## src/rtl/regfile_writeback_if.sv

```systemverilog
// regfile_writeback_if: ALU/load result inputs, scoreboard lookup and register file write port
interface regfile_writeback_if #(
  parameter int Address_Width = 5,
  parameter int Data_Width = 32
);
  logic alu_valid;
  logic [Address_Width-1:0] alu_rd;
  logic [Data_Width-1:0] alu_data;
  logic ld_valid;
  logic [Address_Width-1:0] ld_rd;
  logic [Data_Width-1:0] ld_data;
  logic ld_ready;
  logic issue_valid;
  logic [Address_Width-1:0] issue_rd;
  logic [Address_Width-1:0] rs1;
  logic [Address_Width-1:0] rs2;
  logic busy_rs1;
  logic busy_rs2;
  logic en;
  logic [Address_Width-1:0] rd;
  logic [Data_Width-1:0] din;
  modport master (
    output alu_valid, alu_rd, alu_data, ld_valid, ld_rd, ld_data, issue_valid, issue_rd, rs1, rs2,
    input ld_ready, busy_rs1, busy_rs2, en, rd, din
  );
  modport slave (
    input alu_valid, alu_rd, alu_data, ld_valid, ld_rd, ld_data, issue_valid, issue_rd, rs1, rs2,
    output ld_ready, busy_rs1, busy_rs2, en, rd, din
  );
endinterface

```

## src/rtl/regfile_writeback.sv

```systemverilog
// regfile_writeback: merges ALU and load results onto one register file write port
// via a 2-entry load skid buffer, and tracks pending loads for issue stalls.
module regfile_writeback #(
  parameter int Address_Width = 5,
  parameter int Data_Width = 32,
  parameter int Buf_Depth = 2
) (
  input logic clk,
  input logic rst,
  regfile_writeback_if.slave wb
);
  logic alu_we, ld_acc, pop, bypass, push, sel, ld_wr;
  logic rptr_q, wptr_q;
  logic [1:0] count_q, count_d;
  logic [Address_Width-1:0] buf_rd_q [Buf_Depth];
  logic [Data_Width-1:0] buf_data_q [Buf_Depth];
  logic [Address_Width-1:0] ld_wr_rd, rd_q, rd_d;
  logic [Data_Width-1:0] din_q, din_d;
  logic en_q, en_d;
  logic [2**Address_Width-1:0] pend_q, pend_d;

  assign wb.ld_ready = count_q != 2'd2;
  assign alu_we = wb.alu_valid && wb.alu_rd != '0;
  assign ld_acc = wb.ld_valid && wb.ld_ready;
  assign pop = count_q != 2'd0 && !alu_we;
  assign bypass = count_q == 2'd0 && !alu_we && ld_acc;
  assign push = ld_acc && !bypass;
  assign ld_wr = pop || bypass;
  assign sel = alu_we || ld_wr;
  assign ld_wr_rd = pop ? buf_rd_q[rptr_q] : wb.ld_rd;
  assign count_d = count_q + {1'b0, push} - {1'b0, pop};

  // x0 loads still take their port slot but never assert the enable
  always_comb begin
    en_d = alu_we || (ld_wr && ld_wr_rd != '0);
    rd_d = alu_we ? wb.alu_rd : ld_wr ? ld_wr_rd : rd_q;
    din_d = alu_we ? wb.alu_data : pop ? buf_data_q[rptr_q] : bypass ? wb.ld_data : din_q;
  end

  // issue set is applied after writeback clear so it wins on the same register
  always_comb begin
    pend_d = pend_q;
    if (ld_wr) pend_d[ld_wr_rd] = 1'b0;
    if (wb.issue_valid) pend_d[wb.issue_rd] = 1'b1;
    pend_d[0] = 1'b0;
  end

  always_ff @(posedge clk or posedge rst) begin
    if (rst) begin
      rptr_q <= 1'b0;
      wptr_q <= 1'b0;
      count_q <= 2'd0;
      en_q <= 1'b0;
      rd_q <= '0;
      din_q <= '0;
      pend_q <= '0;
      for (int i = 0; i < Buf_Depth; i++) begin
        buf_rd_q[i] <= '0;
        buf_data_q[i] <= '0;
      end
    end else begin
      rptr_q <= rptr_q ^ pop;
      wptr_q <= wptr_q ^ push;
      count_q <= count_d;
      en_q <= en_d;
      rd_q <= rd_d;
      din_q <= din_d;
      pend_q <= pend_d;
      if (push) begin
        buf_rd_q[wptr_q] <= wb.ld_rd;
        buf_data_q[wptr_q] <= wb.ld_data;
      end
    end
  end

  assign wb.en = en_q;
  assign wb.rd = rd_q;
  assign wb.din = din_q;
  assign wb.busy_rs1 = pend_q[wb.rs1];
  assign wb.busy_rs2 = pend_q[wb.rs2];
endmodule
```

## src/flat_wrapper.sv

```systemverilog
// flat-port wrapper written by rule: the top's interface ports become plain ports
module regfile_writeback_flat 
#(
  parameter int Address_Width = 5,
  parameter int Data_Width = 32,
  parameter int Buf_Depth = 2
)
  (clk, rst, wb_alu_valid, wb_alu_rd, wb_alu_data, wb_ld_valid, wb_ld_rd, wb_ld_data, wb_issue_valid, wb_issue_rd, wb_rs1, wb_rs2, wb_ld_ready, wb_busy_rs1, wb_busy_rs2, wb_en, wb_rd, wb_din);
  regfile_writeback_if #(.Address_Width(Address_Width), .Data_Width(Data_Width)) wb_i ();
  input logic clk;
  input logic rst;
  input wire logic [$bits(wb_i.alu_valid)-1:0] wb_alu_valid;
  input wire logic [$bits(wb_i.alu_rd)-1:0] wb_alu_rd;
  input wire logic [$bits(wb_i.alu_data)-1:0] wb_alu_data;
  input wire logic [$bits(wb_i.ld_valid)-1:0] wb_ld_valid;
  input wire logic [$bits(wb_i.ld_rd)-1:0] wb_ld_rd;
  input wire logic [$bits(wb_i.ld_data)-1:0] wb_ld_data;
  input wire logic [$bits(wb_i.issue_valid)-1:0] wb_issue_valid;
  input wire logic [$bits(wb_i.issue_rd)-1:0] wb_issue_rd;
  input wire logic [$bits(wb_i.rs1)-1:0] wb_rs1;
  input wire logic [$bits(wb_i.rs2)-1:0] wb_rs2;
  output wire logic [$bits(wb_i.ld_ready)-1:0] wb_ld_ready;
  output wire logic [$bits(wb_i.busy_rs1)-1:0] wb_busy_rs1;
  output wire logic [$bits(wb_i.busy_rs2)-1:0] wb_busy_rs2;
  output wire logic [$bits(wb_i.en)-1:0] wb_en;
  output wire logic [$bits(wb_i.rd)-1:0] wb_rd;
  output wire logic [$bits(wb_i.din)-1:0] wb_din;
  assign wb_i.alu_valid = wb_alu_valid;
  assign wb_i.alu_rd = wb_alu_rd;
  assign wb_i.alu_data = wb_alu_data;
  assign wb_i.ld_valid = wb_ld_valid;
  assign wb_i.ld_rd = wb_ld_rd;
  assign wb_i.ld_data = wb_ld_data;
  assign wb_i.issue_valid = wb_issue_valid;
  assign wb_i.issue_rd = wb_issue_rd;
  assign wb_i.rs1 = wb_rs1;
  assign wb_i.rs2 = wb_rs2;
  assign wb_ld_ready = wb_i.ld_ready;
  assign wb_busy_rs1 = wb_i.busy_rs1;
  assign wb_busy_rs2 = wb_i.busy_rs2;
  assign wb_en = wb_i.en;
  assign wb_rd = wb_i.rd;
  assign wb_din = wb_i.din;
  regfile_writeback #(.Address_Width(Address_Width), .Data_Width(Data_Width), .Buf_Depth(Buf_Depth)) u_core (.clk(clk), .rst(rst), .wb(wb_i));
endmodule
```

## config.mk

```make
export PLATFORM = sky130hd
export DESIGN_NAME = regfile_writeback_flat
export DESIGN_NICKNAME = d
export VERILOG_FILES = /design/src/rtl/regfile_writeback_if.sv /design/src/rtl/regfile_writeback.sv /design/src/flat_wrapper.sv
export SDC_FILE = /design/constraint.sdc
export NUM_CORES = 1
export LEC_CHECK = 0
export CORE_UTILIZATION = 60
export CTS_BUF_LIST = sky130_fd_sc_hd__clkbuf_8
export DETAILED_ROUTE_END_ITERATION = 12
export GPL_TIMING_DRIVEN = 0
export HOLD_SLACK_MARGIN = 0.15
export PLACE_DENSITY = 0.92
export SYNTH_ARGS = -nofsm -noshare
export SYNTH_HDL_FRONTEND = slang
export SYNTH_SLANG_ARGS = --single-unit
```

## constraint.sdc

```tcl
create_clock -name clk -period 12 [get_ports clk]
set_input_delay 2.4 -clock clk [delete_from_list [all_inputs] [get_ports clk]]
set_output_delay 2.4 -clock clk [all_outputs]
set_load 0.02 [all_outputs]
```

==> impl_metrics.yaml <==
synth:
  synthArstFlopShare_pct: 100
  synthesis.nets: 805
  ys_types: 58
  synth_top_family_by_area: "multiplexers"
  synthXorXnorAreaFrac_pct: 0.331
  synth_top_area_share_pct: 46.4
  synth_top_cell_by_area: "dfrtp_1"
  synthMuxAreaShare_pct: 20.6
  syn_inst: 707
  avgSynthCellArea_um2: 11.2
  ys_warn_count: 0
  synth-main-ff-cell: "dfrtp_1"
  synth_compound_area_share_pct: 16.6
  synth-edff-count: 0
  synthAdderAreaFrac_pct: 0.631
  synthSimpleGateAreaFrac_pct: 11.3
  synth-seq-cells: 147
  synth_seq_area_share_pct: 46.4
  post_synth_instance_area_mm2: 0.00793
  synth.top_cells.by_area: "dfrtp_1 (46%), mux2_2 (12%), mux2i_1 (4.5%), nand2_1 (3.6%), mux4_2 (3.4%)"
sta:
  slew_headroom_pct: 16.7
  period_needed_ps: 6760
  totalNegativeSetupSlack_ps: 0
  final_hold_viol_count: 0
  fmax_mhz: 148
  setup_violations: 0
  layout_setup_ws_ps: 5240
  worst_slew_pin_slew_ps: 1250
  finalMaxSlewViolations: 0
  rsz0062_at_grt: "no"
  fin_skew_ps: 13.3
  timing.final.crit_share_pct: 56.3
grt:
  grt.total_usage_pct: 34.8
  grt_max_degree: 86
  grt_antenna_before_repair: 0
  grt_pass1_wl_um: 35500
  grt_pass1_vias: 6840
  grt-ovfl-total: 0
setup_path:
  cp_max_fo: 10
  cpPeakStageDelay_ps: 600
  worst-r2r-cell-count: 6
  required_ps: 9600
  ff2ff_setup_slack_ps: 9180
  cp.arrival_ps: 4360
  worstSetupStartpointType: "primary input"
  end_kind: "primary output"
  reg2reg_from: "u_core.count_q[0]"
  regToRegEndpoint: "u_core.buf_data_q[17]"
  startpoint: "wb_rs1[1]"
  critPathSlowestCell: "clkdlybuf4s50_1"
  path_cells: "clkbuf_1 > mux4_2 > nor2_1 > or4_1 > nand4_1 > clkdlybuf4s50_1"
  critical_path_class: "primary input to primary output"
power_and_ir_drop:
  ir_worst_vdd_v: 0.000145
  p_total_w: 0.00241
  power_density_mw_per_mm2: 244
  power_leakage_nw: 4.05
finish:
  fin_nets: 954
  n_antenna_cell: 0
  syn_to_final_growth_pct: 24.9
  drive_above_1_share_pct: 17.5
  fin_util_pct: 77.5
detailed_routing:
  vias: 6833
  drc: 0
  wl_um: 22700
  ant_nets: 0
  wl_per_cell_um: 21.8
  dr.first_iter.drc_count: 640
  first_pass_iters: 6
  vias_per_cell: 6.56
floorplan:
  die-area_mm2: 0.0137
  core_mm2: 0.0128
  die_x_um: 117
  io_pins: 135
  initial_core_util_pct: 62.1
  rows: 41
  die_h_um: 117
job:
  maxCapViolations: 0
hold_path:
  worstHoldPathCells: 1
  min-delay-start: "u_core.buf_data_q[42]"
  hold_class: "flop to flop"
  min_to: "u_core.buf_data_q[42]"
placement:
  portBuffers: 129
  dp_hpwl_um: 16100
  place_congestion: 0.903
  pre_cts_slack_ps: 5240
cts:
  root_buffer: "clkbuf_8"
  clock_sinks: 147
  cts_tree: "built"
  cts_buffer_depth: 2
  cts_resized: 0
  cts_hold_buf: 0
  post-cts-setup-buffer-count: 0
  htreeDepth: 4
  cts_buffers: 17
  clock_latency_ps: 470
  path_clk_slew_ps: 80
status:
  status: "complete, no violations"
## how the worst max path moves through the flow
stage | endpoint | cells after the start
floorplan | u_core.buf_data_q[0] | 1
detailed placement | wb_busy_rs1 | 6
finish | wb_busy_rs1 | 6
CTS | wb_busy_rs2 | 6
global placement | u_core.buf_data_q[17] | 2
global route | wb_busy_rs1 | 6
## where the power goes
group          switching (W)  internal (W)  leakage (nW)
combinational       0.000591      0.000552          2.19
clock               0.000212      0.000211         0.209
sequential          0.000145      0.000703          1.65
total               0.000948       0.00147          4.05
## area by class of cell
type | count | area [µm²]
plain buffers | 54 | 230
clock buffers | 17 | 234
clock inverters | 15 | 198
fillers | 754 | 2880
inverters | 25 | 98.8
multi-input cells | 481 | 3920
flip-flops and latches | 147 | 3680
well taps | 172 | 215
repair buffers | 130 | 1320
## registers in the layout (all words and copies together), names as in the netlist
register and flops:
u_core.buf_data_q 64, u_core.wb.din 32, u_core.pend_q 31, u_core.buf_rd_q 10, u_core.wb.rd 5, u_core.count_q 2, u_core.rptr_q 1, u_core.wb.en 1
u_core.wptr_q 1
## Yosys cell counts, drive strengths merged, types with 9 or more instances
cell     instances
a221o           19
clkbuf          37
a21oi           10
nor2            13
nand3           10
o211ai          16
buf             17
mux2            89
and3            14
mux4            12
nand2           76
a2bb2oi         29
dfrtp          147
mux2i           36
nor3b            9
o311ai          29
inv             25
a22oi           11
o21ai           23
## stage by stage
step / cells / hold WS [ps] / cell area, µm²
CTS: 1041 / 514 / 9900
global placement: 1008 / 488 / 9430
finish: 1041 / 512 / 9900
global route: 1041 / 531 / 9900
floorplan: 707 / 480 / 7930
detailed placement: 1009 / 495 / 9470
## placed cells by master, fill, tap and decap left out, types with 10 or more instances in the layout
cell type	netlist	layout
dfrtp_1	147	147
clkdlybuf4s50_1	0	129
mux2_2	87	87
nand2_1	76	76
clkbuf_1	37	37
mux2i_1	36	36
o311ai_0	29	29
a2bb2oi_1	29	29
inv_1	25	24
o21ai_0	22	22
a221o_1	19	19
clkbuf_8	0	17
o211ai_1	16	16
and3_1	14	14
nor2_1	13	13
mux4_2	12	12
a22oi_1	11	11
buf_2	10	10
a21oi_1	10	10
nand3_1	10	10
## metal layers
metal / wire [µm] / up-vias / track usage, % / share of wire (%)
met5: 0 / - / 0 / 0
met4: 711 / 0 / 17.1 / 3.1
met3: 2000 / 65 / 8.08 / 8.8
met2: 10900 / 396 / 55.2 / 48
met1: 9100 / 3377 / 45.3 / 40
li1: - / 2995 / - / -
## critical path: cells and delay by family
| kind | cells | cell delay [ps] |
|---|---|---|
| and+or+nand+nor | 3 | 610 |
| buffers and inverters | 2 | 1040 |
| muxes | 1 | 310 |
## cells by family (layout without fill, tap and decap cells)
group,after synthesis,count (layout)
AO/OA/AOI/OAI,168,168
adder cells (fa/ha/maj),4,4
XOR/XNOR,3,3
flip-flops,147,147
multiplexers,137,137
buffers and inverters,79,241
AND/OR/NAND/NOR,169,169
(Power assumes the default switching activity.)
